[config.mk]
export PLATFORM = sky130hd
export DESIGN_NAME = piso_shift_register_flat
export DESIGN_NICKNAME = d
export VERILOG_FILES = /design/src/rtl/piso_shift_register_if.sv /design/src/rtl/piso_shift_register.sv /design/src/flat_wrapper.sv
export SDC_FILE = /design/constraint.sdc
export NUM_CORES = 1
export LEC_CHECK = 0
export ABC_AREA = 0
export ABC_CLOCK_PERIOD_IN_PS = 2700
export BUFFER_PORTS_ARGS = -buffer_cell sky130_fd_sc_hd__buf_4
export CELL_PAD_IN_SITES_DETAIL_PLACEMENT = 1
export CELL_PAD_IN_SITES_GLOBAL_PLACEMENT = 2
export CORE_MARGIN = 10
export CORE_UTILIZATION = 34
export DETAILED_ROUTE_END_ITERATION = 12
export GPL_TIMING_DRIVEN = 0
export PLACE_DENSITY = 0.79
export SETUP_SLACK_MARGIN = 0.05
export SKIP_CTS_REPAIR_TIMING = 1
export SYNTH_ARGS = -nofsm -noshare
export SYNTH_HDL_FRONTEND = slang
export SYNTH_SLANG_ARGS = --single-unit
[constraint.sdc]
create_clock -name clk -period 2.7 [get_ports clk]
set_input_delay 0.405 -clock clk [delete_from_list [all_inputs] [get_ports clk]]
set_output_delay 0.405 -clock clk [all_outputs]
set_load 0.1 [all_outputs]
[src/rtl/piso_shift_register_if.sv]
// piso_shift_register_if
// Handshake and serial-side signals of the PISO transmitter.
//   master : producer/consumer side (drives load_valid, parallel_in)
//   slave  : transmitter side (drives load_ready and all serial outputs)
// Parameter WIDTH must match the transmitter instance it is bound to.
interface piso_shift_register_if #(
  parameter int WIDTH = 8
);
  logic             load_valid;
  logic [WIDTH-1:0] parallel_in;
  logic             load_ready;
  logic             serial_out;
  logic             serial_valid;
  logic             frame_start;
  logic             frame_end;
  logic             busy;

  modport master (
    output load_valid, parallel_in,
    input  load_ready, serial_out, serial_valid, frame_start, frame_end, busy
  );

  modport slave (
    input  load_valid, parallel_in,
    output load_ready, serial_out, serial_valid, frame_start, frame_end, busy
  );
endinterface

[src/rtl/piso_shift_register.sv]
// piso_shift_register
// Parallel-in serial-out transmitter. Accepts one word per handshake and
// streams it LSB first, one bit per clock, with frame_start/frame_end markers.
// Back-to-back words stream with no gap (next load accepted on frame_end).
// Build option: define PARITY_EN to append an even-parity bit to each frame.
// Ports:
//   clk      rising-edge clock
//   reset_n  asynchronous active-low reset
//   bus      piso_shift_register_if.slave (load_valid/parallel_in/load_ready,
//            serial_out/serial_valid/frame_start/frame_end/busy)
//
// state  | meaning
// IDLE   | no frame, ready for a word
// SHIFT  | driving data bit cnt of the current word
// PARITY | driving the parity bit (PARITY_EN only)
module piso_shift_register #(
  parameter int WIDTH = 8
) (
  input  logic                  clk,
  input  logic                  reset_n,
  piso_shift_register_if.slave  bus
);
  localparam int CNT_W = $clog2(WIDTH);

`ifdef PARITY_EN
  typedef enum logic [1:0] {IDLE, SHIFT, PARITY} state_t;
`else
  typedef enum logic [0:0] {IDLE, SHIFT} state_t;
`endif

  state_t           state, state_nxt;
  logic [WIDTH-1:0] sh;
  logic [CNT_W-1:0] cnt;
`ifdef PARITY_EN
  logic             par_q;
`endif

  logic load_ready, serial_out, serial_valid, frame_start, frame_end;
  logic accept, last_bit;

  assign last_bit = (cnt == CNT_W'(WIDTH - 1));
  // load_ready depends on registered state only, so accept never feeds outputs
  assign accept   = bus.load_valid && load_ready;

  always_comb begin
    state_nxt    = state;
    load_ready   = 1'b0;
    serial_out   = 1'b0;
    serial_valid = 1'b0;
    frame_start  = 1'b0;
    frame_end    = 1'b0;
    case (state)
      IDLE: begin
        load_ready = 1'b1;
      end
      SHIFT: begin
        serial_out   = sh[0];
        serial_valid = 1'b1;
        frame_start  = (cnt == '0);
        if (last_bit) begin
`ifdef PARITY_EN
          state_nxt  = PARITY;
`else
          frame_end  = 1'b1;
          load_ready = 1'b1;
          state_nxt  = IDLE;
`endif
        end
      end
`ifdef PARITY_EN
      PARITY: begin
        serial_out   = par_q;
        serial_valid = 1'b1;
        frame_end    = 1'b1;
        load_ready   = 1'b1;
        state_nxt    = IDLE;
      end
`endif
      default: state_nxt = IDLE;
    endcase
    if (accept) state_nxt = SHIFT;
  end

  always_ff @(posedge clk or negedge reset_n) begin
    if (!reset_n) begin
      state <= IDLE;
      sh    <= '0;
      cnt   <= '0;
`ifdef PARITY_EN
      par_q <= 1'b0;
`endif
    end else begin
      state <= state_nxt;
      if (accept) begin
        sh    <= bus.parallel_in;
        cnt   <= '0;
`ifdef PARITY_EN
        par_q <= ^bus.parallel_in;
`endif
      end else if (state == SHIFT) begin
        sh  <= sh >> 1;
        cnt <= cnt + CNT_W'(1);
      end
    end
  end

  assign bus.load_ready   = load_ready;
  assign bus.serial_out   = serial_out;
  assign bus.serial_valid = serial_valid;
  assign bus.frame_start  = frame_start;
  assign bus.frame_end    = frame_end;
  assign bus.busy         = serial_valid;
endmodule

[src/flat_wrapper.sv]
// flat-port wrapper written by rule: the top's interface ports become plain ports
module piso_shift_register_flat 
#(
  parameter int WIDTH = 8
)
  (clk, reset_n, bus_load_valid, bus_parallel_in, bus_load_ready, bus_serial_out, bus_serial_valid, bus_frame_start, bus_frame_end, bus_busy);
  piso_shift_register_if #(.WIDTH(WIDTH)) bus_i ();
  input  logic clk;
  input  logic reset_n;
  input wire logic [$bits(bus_i.load_valid)-1:0] bus_load_valid;
  input wire logic [$bits(bus_i.parallel_in)-1:0] bus_parallel_in;
  output wire logic [$bits(bus_i.load_ready)-1:0] bus_load_ready;
  output wire logic [$bits(bus_i.serial_out)-1:0] bus_serial_out;
  output wire logic [$bits(bus_i.serial_valid)-1:0] bus_serial_valid;
  output wire logic [$bits(bus_i.frame_start)-1:0] bus_frame_start;
  output wire logic [$bits(bus_i.frame_end)-1:0] bus_frame_end;
  output wire logic [$bits(bus_i.busy)-1:0] bus_busy;
  assign bus_i.load_valid = bus_load_valid;
  assign bus_i.parallel_in = bus_parallel_in;
  assign bus_load_ready = bus_i.load_ready;
  assign bus_serial_out = bus_i.serial_out;
  assign bus_serial_valid = bus_i.serial_valid;
  assign bus_frame_start = bus_i.frame_start;
  assign bus_frame_end = bus_i.frame_end;
  assign bus_busy = bus_i.busy;
  piso_shift_register #(.WIDTH(WIDTH)) u_core (.clk(clk), .reset_n(reset_n), .bus(bus_i));
endmodule
### Word level (Yosys, flattened, before mapping)

Cells that the tools add are included.

| operators by class | value |
|---|---|
| eq/ne operators | 1 |
| muxes and demuxes | 13 |
| add/subtract/negate cells | 1 |
| reductions and logical operators | 3 |
| bitwise operators | 1 |

Operator list:

| operator | number |
|---|---|
| 8-bit two-way mux | 2 |
| 1-bit two-way mux | 8 |
| 3-bit two-way mux | 2 |
| 3-bit by 1-bit adder with 3-bit output (second input constant) | 1 |
| 3-bit == test (second input constant) | 1 |
| 3-bit logical NOT | 1 |
| 1-bit case mux with 2 select lines | 1 |
| 2-bit nonzero test | 1 |
| 1-bit logical AND | 1 |
| 1-bit inverter | 1 |

| word-level totals | value |
|---|---|
| output and inout port bits | 6 |
| register bits after elaboration | 12 |
| input bits | 11 |
| word-level logic and storage cells | 22 |

### Longest topological paths before layout

Gate-level depths: netlist (run 1).

| logic depth | value |
|---|---|
| word-level depth | 5 |
| mapped depth | 6 |
| mapped depth without buffers | 5 |

### Least setup slack after synthesis (run 1)

No wires, ideal clock.

| path | value |
|---|---|
| kind | flip-flop to output port |
| start | register u_core.state |
| end | output bus_frame_start |
| buffers on the path | 2 |
| stages on the path, launching flop included | 5 |
| slack | -398 ps |
| arrival | 2693 ps |
| data required time | 2295 ps |
| cells stage by stage | dfrtp_1 > buf_6 > buf_8 > nand2_1 > nor2_1 |

| on the way | value |
|---|---|
| cells in the longest elaborated chain, start to end | 1 |

Ends and longest elaborated chain:

| what | RTL line | RTL |
|---|---|---|
| start, declared | piso_shift_register.sv:31 | `state_t state, state_nxt;` |
| start signal, assigned | piso_shift_register.sv:93 | `state <= state_nxt;` |
| 1-bit two-way mux | piso_shift_register.sv:52 | `case (state)` |
| end, declared | flat_wrapper.sv:15 | `output wire logic [$bits(bus_i.frame_start)-1:0] bus_frame_start;` |

Every way passes these cells.

### Worst setup path in the final report (run 1)

| path | value |
|---|---|
| start | register u_core.cnt[0] |
| end | output bus_load_ready |

| on the way | value |
|---|---|
| cells in the longest elaborated chain, start to end | 3 |

Ends and longest elaborated chain:

| what | RTL line | RTL |
|---|---|---|
| start, declared | piso_shift_register.sv:33 | `logic [CNT_W-1:0] cnt;` |
| start signal, assigned | piso_shift_register.sv:102 | `cnt <= cnt + CNT_W'(1);` |
| 3-bit == test | piso_shift_register.sv:41 | `assign last_bit = (cnt == CNT_W'(WIDTH - 1));` |
| 1-bit two-way mux | piso_shift_register.sv:60 | `if (last_bit) begin` |
| 1-bit case mux with 2 select lines | piso_shift_register.sv:52 |  |
| end, declared | flat_wrapper.sv:12 | `output wire logic [$bits(bus_i.load_ready)-1:0] bus_load_ready;` |

Every way passes these cells.

==> results.ini, run 1 <==
[sta]
setup_viol = 0
maxSlewHeadroom = 0.795
skew_ns = 0.000672
tns_ns = 0
rsz0062_at_grt = no
fin_crit_ns = 2.14
tightest_slew_ns = 0.308
slew_viol_final = 0
hold_viol_final = 0
worst_slack_ns = 0.563
fin_crit_sh = 0.791
fmax_ghz = 0.468

[setup_path]
cp_cell_sequence = ha_1 > ha_1 > nand2b_1 > buf_2 > buf_4
critical_path.slowest_cell = dfrtp_1
cp_slowest_stage_delay_ns = 0.38
crit_fanout = 10
path_buf_inv = 2
cpLargestDelayFamily = adder cells
critPathArrivalTime_ns = 1.73
cp-end-kind = primary output
cpMostUsedCell = ha_1
cp-start-kind = register
worstPathRequired_ns = 2.30
crit_type = reg2out

[power_and_ir_drop]
power_density_nw_per_um2 = 1360
seq_power_share = 0.263
power.share.combinational = 0.645
swShare = 0.510
ir_drop_v = 0.000644
power.share.clock = 0.092
internal-power_uw = 581
leakage_uw = 0.000429
p_switching_uw = 606

[synthesis]
syn-instance-count = 62
synth_nets = 76
syn_area_per_cell_sq_um = 11.1
synth_seq_area_share = 0.437
ys_seq_elements = 12
synthDistinctLibCells = 22
synth_warnings = 0
syn_area_sq_um = 687

[status]
status = completed

[clock_tree]
clockBufferDepth = 2
path_clk_slew_ns = 0.07
h-tree-depth = 1
cts_sinks = 12
numCtsBuffers = 3
cts_tree = yes
clkLatencyLatePin_ns = 0.27
cts_root_buf = clkbuf_4

[detailed_routing]
drc_errors = 0
vias = 558
ant_nets = 0
wl_per_cell_um = 14.9
drtPass1Iterations = 2
drt_iter0_drc = 15
wl_mm = 1.63
viasPerCell = 5.12

[flow_run]
drv_cap = 0

[global_route]
grt_first_pass_wirelength_mm = 2.82
grt_pass1_vias = 614
grt_overflow_total = 0
track_usage = 0.0820
antenna_found_initial = 0
grt_max_degree = 13

[floorplanning]
fp.dieH_um = 64.9
die_width_um = 64.9
io_pins = 17
dieArea_sq_um = 4220
initial_utilization = 0.354
core-area_sq_um = 1940
num_rows = 16

[layout]
antenna_cells = 0
num-fill-cells = 246
area_growth_pct = 27.5
nNetsFinal = 98
drive_gt1_frac = 0.427

[placed_design]
dpl.hpwl_mm = 1.21
place_congestion = 0.690
pre_cts_ws_ns = 0.849
io_buffers = 16

[min_path]
hold_class = in2reg

==> routing by layer <==
| metal | wire [um] | share of wire | vias up | track usage |
|---|---|---|---|---|
| met5 | 0 | 0 | - | 0 |
| met3 | 132 | 0.081 | 2 | 0.0430 |
| li1 | - | - | 271 | - |
| met1 | 710 | 0.44 | 273 | 0.0914 |
| met4 | 12 | 0.0074 | 0 | 0.0241 |
| met2 | 773 | 0.48 | 12 | 0.133 |
==> final cells by class <==
class / instances / area (sq um) / area share
Clock buffer: 3 / 22.5 / 0.0257
Tap cell: 27 / 33.8 / 0.0386
Multi-Input combinational cell: 43 / 338 / 0.386
Buffer: 5 / 43.8 / 0.0500
Sequential cell: 12 / 300 / 0.343
Inverter: 2 / 7.51 / 0.00857
Timing Repair Buffer: 17 / 130 / 0.149
==> synthesized netlist by cell type <==
master	n	area (sq um)
a211o_1	7	61.3
and2_1	2	12.5
buf_2	2	10.0
buf_4	1	7.51
buf_6	1	11.3
buf_8	1	15.0
dfrtp_1	12	300
ha_1	3	37.5
inv_1	2	7.51
mux2i_1	1	10.0
nand2_1	4	15.0
nand2_2	1	6.26
nand2b_1	3	18.8
nand3_1	2	10.0
nor2_1	1	3.75
nor2b_1	5	31.3
nor2b_2	2	17.5
o21a_1	1	7.51
o21ai_0	1	5.00
o221a_2	7	78.8
o22ai_1	2	12.5
o31ai_1	1	7.51
==> registers in the layout, summed over array words and instances (netlist names) <==
name,cells
u_core.sh,8
u_core.cnt,3
u_core.state,1
==> path summary, 6_finish.rpt <==
| kind | cells past startpoint | startpoint | slack (ns) | end |
|---|---|---|---|---|
| setup / recovery | 5 | u_core.cnt[0]$_DFFE_PN0P_ | 0.56 | bus_load_ready |
| hold / removal | 3 | bus_parallel_in[7] | 0.38 | u_core.sh[7]$_DFFE_PN0P_ |
| setup reg to reg | 5 | u_core.cnt[0]$_DFFE_PN0P_ | 1.10 | u_core.sh[4]$_DFFE_PN0P_ |
| hold reg to reg | 2 | u_core.sh[7]$_DFFE_PN0P_ | 0.58 | u_core.sh[7]$_DFFE_PN0P_ |
| max in group asynchronous | 2 | reset_n | 2.04 | u_core.sh[5]$_DFFE_PN0P_ |
| min in group asynchronous | 2 | reset_n | 0.51 | u_core.sh[2]$_DFFE_PN0P_ |
==> cells in the final DEF (no fill, tap or decap), drive strengths merged <==
| master | n |
|---|---|
| a211o | 7 |
| and2 | 2 |
| buf | 21 |
| clkbuf | 3 |
| dfrtp | 12 |
| dlygate4sd3 | 1 |
| ha | 3 |
| inv | 2 |
| mux2i | 1 |
| nand2 | 5 |
| nand2b | 3 |
| nand3 | 2 |
| nor2 | 1 |
| nor2b | 7 |
| o21a | 1 |
| o21ai | 1 |
| o221a | 7 |
| o22ai | 2 |
| o31ai | 1 |
==> through the flow <==
step | hold slack, ns | total power, uW | cells | utilization | instance area [sq um]
2_1_floorplan | 0.109 | 932 | 62 | - | 689
3_3_place_gp | 0.258 | 1070 | 105 | 0.434 | 843
3_5_place_dp | 0.258 | 1090 | 105 | 0.434 | 843
4_1_cts | -0.0383 | 1200 | 108 | 0.446 | 866
5_1_grt | 0.392 | 1280 | 109 | 0.451 | 876
6_report | 0.379 | 1190 | 109 | 0.451 | 876
==> power by group through the flow <==
stage,combinational [uW],clock [uW],sequential [uW]
floorplan,594,0,338
global placement,755,0,315
detailed placement,773,0,317
CTS,777,114,313
global route,826,124,326
finish,766,110,312
==> kinds of logic (layout without fill, tap and decap cells) <==
logic type                 count (synthesis)  in the layout  share of synthesized area
and+or+nand+nor                           20             20                      0.168
muxes                                      1              1                     0.0146
adders and majority gates                  3              3                     0.0547
buffers and inverters                      7             27                     0.0747
AOI/OAI and AO/OA                         19             19                      0.251
DFF                                       12             12                      0.437
==> worst register-to-register path: cells and delay by family, from the launching register on <==
kind	cells	cell delay, ns
adder cells (fa/ha/maj)	2	0.45
flip-flops	1	0.38
AO/OA/AOI/OAI	1	0.28
buffers and inverters	1	0.20
AND/OR/NAND/NOR	1	0.18
(Power assumes the default switching activity.)
==> run 2, diff against run 1 <==
--- a/config.mk
+++ b/config.mk
@@ -6,15 +6,15 @@
 export NUM_CORES = 1
 export LEC_CHECK = 0
 export ABC_AREA = 0
-export ABC_CLOCK_PERIOD_IN_PS = 2700
+export ABC_CLOCK_PERIOD_IN_PS = 2200
 export BUFFER_PORTS_ARGS = -buffer_cell sky130_fd_sc_hd__buf_4
 export CELL_PAD_IN_SITES_DETAIL_PLACEMENT = 1
 export CELL_PAD_IN_SITES_GLOBAL_PLACEMENT = 2
 export CORE_MARGIN = 10
-export CORE_UTILIZATION = 34
+export CORE_UTILIZATION = 31
 export DETAILED_ROUTE_END_ITERATION = 12
 export GPL_TIMING_DRIVEN = 0
-export PLACE_DENSITY = 0.79
+export PLACE_DENSITY = 0.73
 export SETUP_SLACK_MARGIN = 0.05
 export SKIP_CTS_REPAIR_TIMING = 1
 export SYNTH_ARGS = -nofsm -noshare
==> constraint.sdc (replaced) <==
create_clock -name clk -period 2.2 [get_ports clk]
set_input_delay 0.33 -clock clk [delete_from_list [all_inputs] [get_ports clk]]
set_output_delay 0.33 -clock clk [all_outputs]
set_load 0.1 [all_outputs]
==> run 2 against run 1 <==
Sequential power up 26%. Critical path type unchanged. First-iteration DRC count rose by 53%. Sequential cell count did not move.
==> results.ini, run 2 (synthesis gave the netlist of run 1 again) <==
[detailed_routing]
wl_per_cell_um = 15.3  ; +2.6%
wl_mm = 1.68  ; +3.5%
ant_nets = 0  ; unchanged
drtPass1Iterations = 4  ; +2
vias = 565  ; +1.3%
drc_errors = 0  ; unchanged
drt_iter0_drc = 23  ; +8
viasPerCell = 5.14  ; +0.33%

[clock_tree]
cts_sinks = 12  ; unchanged
path_clk_slew_ns = 0.08  ; about the same
h-tree-depth = 1  ; unchanged
cts_root_buf = clkbuf_4
clockBufferDepth = 2  ; unchanged
clkLatencyLatePin_ns = 0.27  ; about the same
numCtsBuffers = 3  ; unchanged
cts_tree = yes

[setup_path]
crit_type = reg2out
crit_fanout = 10  ; unchanged
r2r_cells = 5  ; unchanged
cp-start-kind = register
cp-startpoint = u_core.cnt[0]$_DFFE_PN0P_
path_buf_inv = 2  ; unchanged
r2r_end = u_core.sh[3]$_DFFE_PN0P_
critical_path.slowest_cell = dfrtp_1
critPathArrivalTime_ns = 1.70  ; -0.03 ns
cpLargestDelayFamily = adder cells
cp_cell_sequence = ha_1 > ha_1 > nand2b_1 > buf_2 > buf_8
cpMostUsedCell = ha_1
cp-end-kind = primary output
endpoint = bus_load_ready
r2r-start = u_core.cnt[0]$_DFFE_PN0P_
cp_slowest_stage_delay_ns = 0.40  ; +0.02 ns
worstSetupPathDepth = 5  ; unchanged
worstPathRequired_ns = 1.87  ; -0.43 ns
r2r_slack_ns = 0.57  ; -0.53 ns

[global_route]
grt_first_pass_wirelength_mm = 2.92  ; +3.7%
globalRoute.busiestLayer = met2
grt_max_degree = 13  ; unchanged
grtUsageMet1 = 0.104  ; +0.0122
grt_pass1_vias = 628  ; +2.3%
grt_overflow_total = 0  ; unchanged
met3_usage = 0.0268  ; -0.0162
grtUsageMet2 = 0.132  ; -0.00149
track_usage = 0.0847  ; +0.00274
antenna_found_initial = 0  ; unchanged

[layout]
antenna_cells = 0  ; unchanged
fin_area_sq_um = 903  ; +3.1%
regMostFlops = u_core.sh
layout_common_cells = 16 x buf_4, 11 x dfrtp_1, 7 x a211o_1, 7 x o221a_2, 5 x nor2b_1
final_common_cell = buf_4
drive_gt1_frac = 0.446  ; +0.0190
top_regs = u_core.sh: 8 flops, u_core.cnt: 3 flops, u_core.state: 1 flops
nNetsFinal = 98  ; unchanged
fin_cells = 110  ; +0.92%
largest_reg_flops = 8  ; unchanged
area_growth_pct = 31.5

[floorplanning]
dieArea_sq_um = 4500  ; +6.7%
num_rows = 16  ; unchanged
die_width_um = 67.1  ; +3.3%
io_pins = 17  ; unchanged
fp.dieH_um = 67.1  ; +3.3%
core-area_sq_um = 2040  ; +5.2%
initial_utilization = 0.336  ; -0.0173

[sta]
whs_ns = 0.293  ; -0.0856 ns
tns_ns = 0  ; unchanged
hold_viol_final = 0  ; unchanged
tightest_slew_ns = 0.280  ; -0.0276 ns
slew_viol_final = 0  ; unchanged
maxSlewHeadroom = 0.815  ; +0.0200
rsz0062_at_grt = no
fin_crit_ns = 2.03
worst_slack_ns = 0.175  ; -0.389 ns
fmax_ghz = 0.494
setup_viol = 0  ; unchanged
skew_ns = 0.00397  ; +0.00330 ns
fin_crit_sh = 0.921

[power_and_ir_drop]
seq_power_share = 0.256  ; -0.007
ir_drop_v = 0.000807  ; +25%
power_density_nw_per_um2 = 1700  ; +25%
power.share.combinational = 0.631  ; -0.014
p_switching_uw = 764  ; +26%
internal-power_uw = 771  ; +33%
power.share.clock = 0.114  ; +0.022
leakage_uw = 0.000438  ; +2.2%
swShare = 0.498  ; -0.0128

[placed_design]
pre_cts_ws_ns = 0.409  ; -0.440 ns
place_congestion = 0.684  ; -0.84%
dp.cells = 105  ; unchanged
io_buffers = 16  ; unchanged
dpl.hpwl_mm = 1.25  ; +2.7%
dpl-instance-area_sq_um = 850  ; +0.74%

[status]
status = completed

[min_path]
hp-start = bus_parallel_in[7]
hold_class = in2reg

[flow_run]
drv_cap = 0  ; unchanged

## run 2: changes by cell type in the layout (fill, tap and decap cells not counted)
cell      change
dfrtp_1       -1
clkbuf_8      +1
nor2_4        +1
buf_8         +1
buf_4         -1
nor2_2        -1
dfrtp_2       +1
## run 2: how the worst min path moves through the flow
stage | to | cells after the start
floorplan | u_core.cnt[0]$_DFFE_PN0P_ | 0
finish | u_core.sh[7]$_DFFE_PN0P_ | 3
global route | u_core.sh[7]$_DFFE_PN0P_ | 3
detailed placement | u_core.cnt[1]$_DFFE_PN0P_ | 1
global placement | u_core.cnt[2]$_DFFE_PN0P_ | 1
CTS | u_core.cnt[1]$_DFFE_PN0P_ | 1
## run 2: layer usage
layer  share of wire  up-vias
met5               0        -
met4          0.0077        0
met3           0.043        2
met2            0.48        9
met1            0.47      279
li1                -      275
## run 2: through the flow
step,total power (uW),util
3_5_place_dp,1350,0.416
2_1_floorplan,1150,-
5_1_grt,1660,0.442
4_1_cts,1540,0.434
3_3_place_gp,1330,0.416
6_report,1540,0.442
## run 2: tightest hold or removal path, stage by stage
cell and delay [ns]:
buf_4 0.08, nand3_1 0.06, o21ai_0 0.06
## run 2: layout make-up
class | count | area (sq um)
plain buffers | 5 | 43.8
clock buffers | 4 | 36.3
fillers | 251 | 1140
inverters | 2 | 7.51
multi-input cells | 43 | 343
flip-flops and latches | 12 | 302
well taps | 27 | 33.8
repair buffers | 17 | 138
## run 2: power groups by stage
stage / clock network [uW] / logic [uW] / registers [uW]
after floorplan: 0 / 735 / 419
after global placement: 0 / 940 / 391
after detailed placement: 0 / 957 / 397
after CTS: 184 / 960 / 392
after global routing: 200 / 1060 / 407
final: 175 / 968 / 392
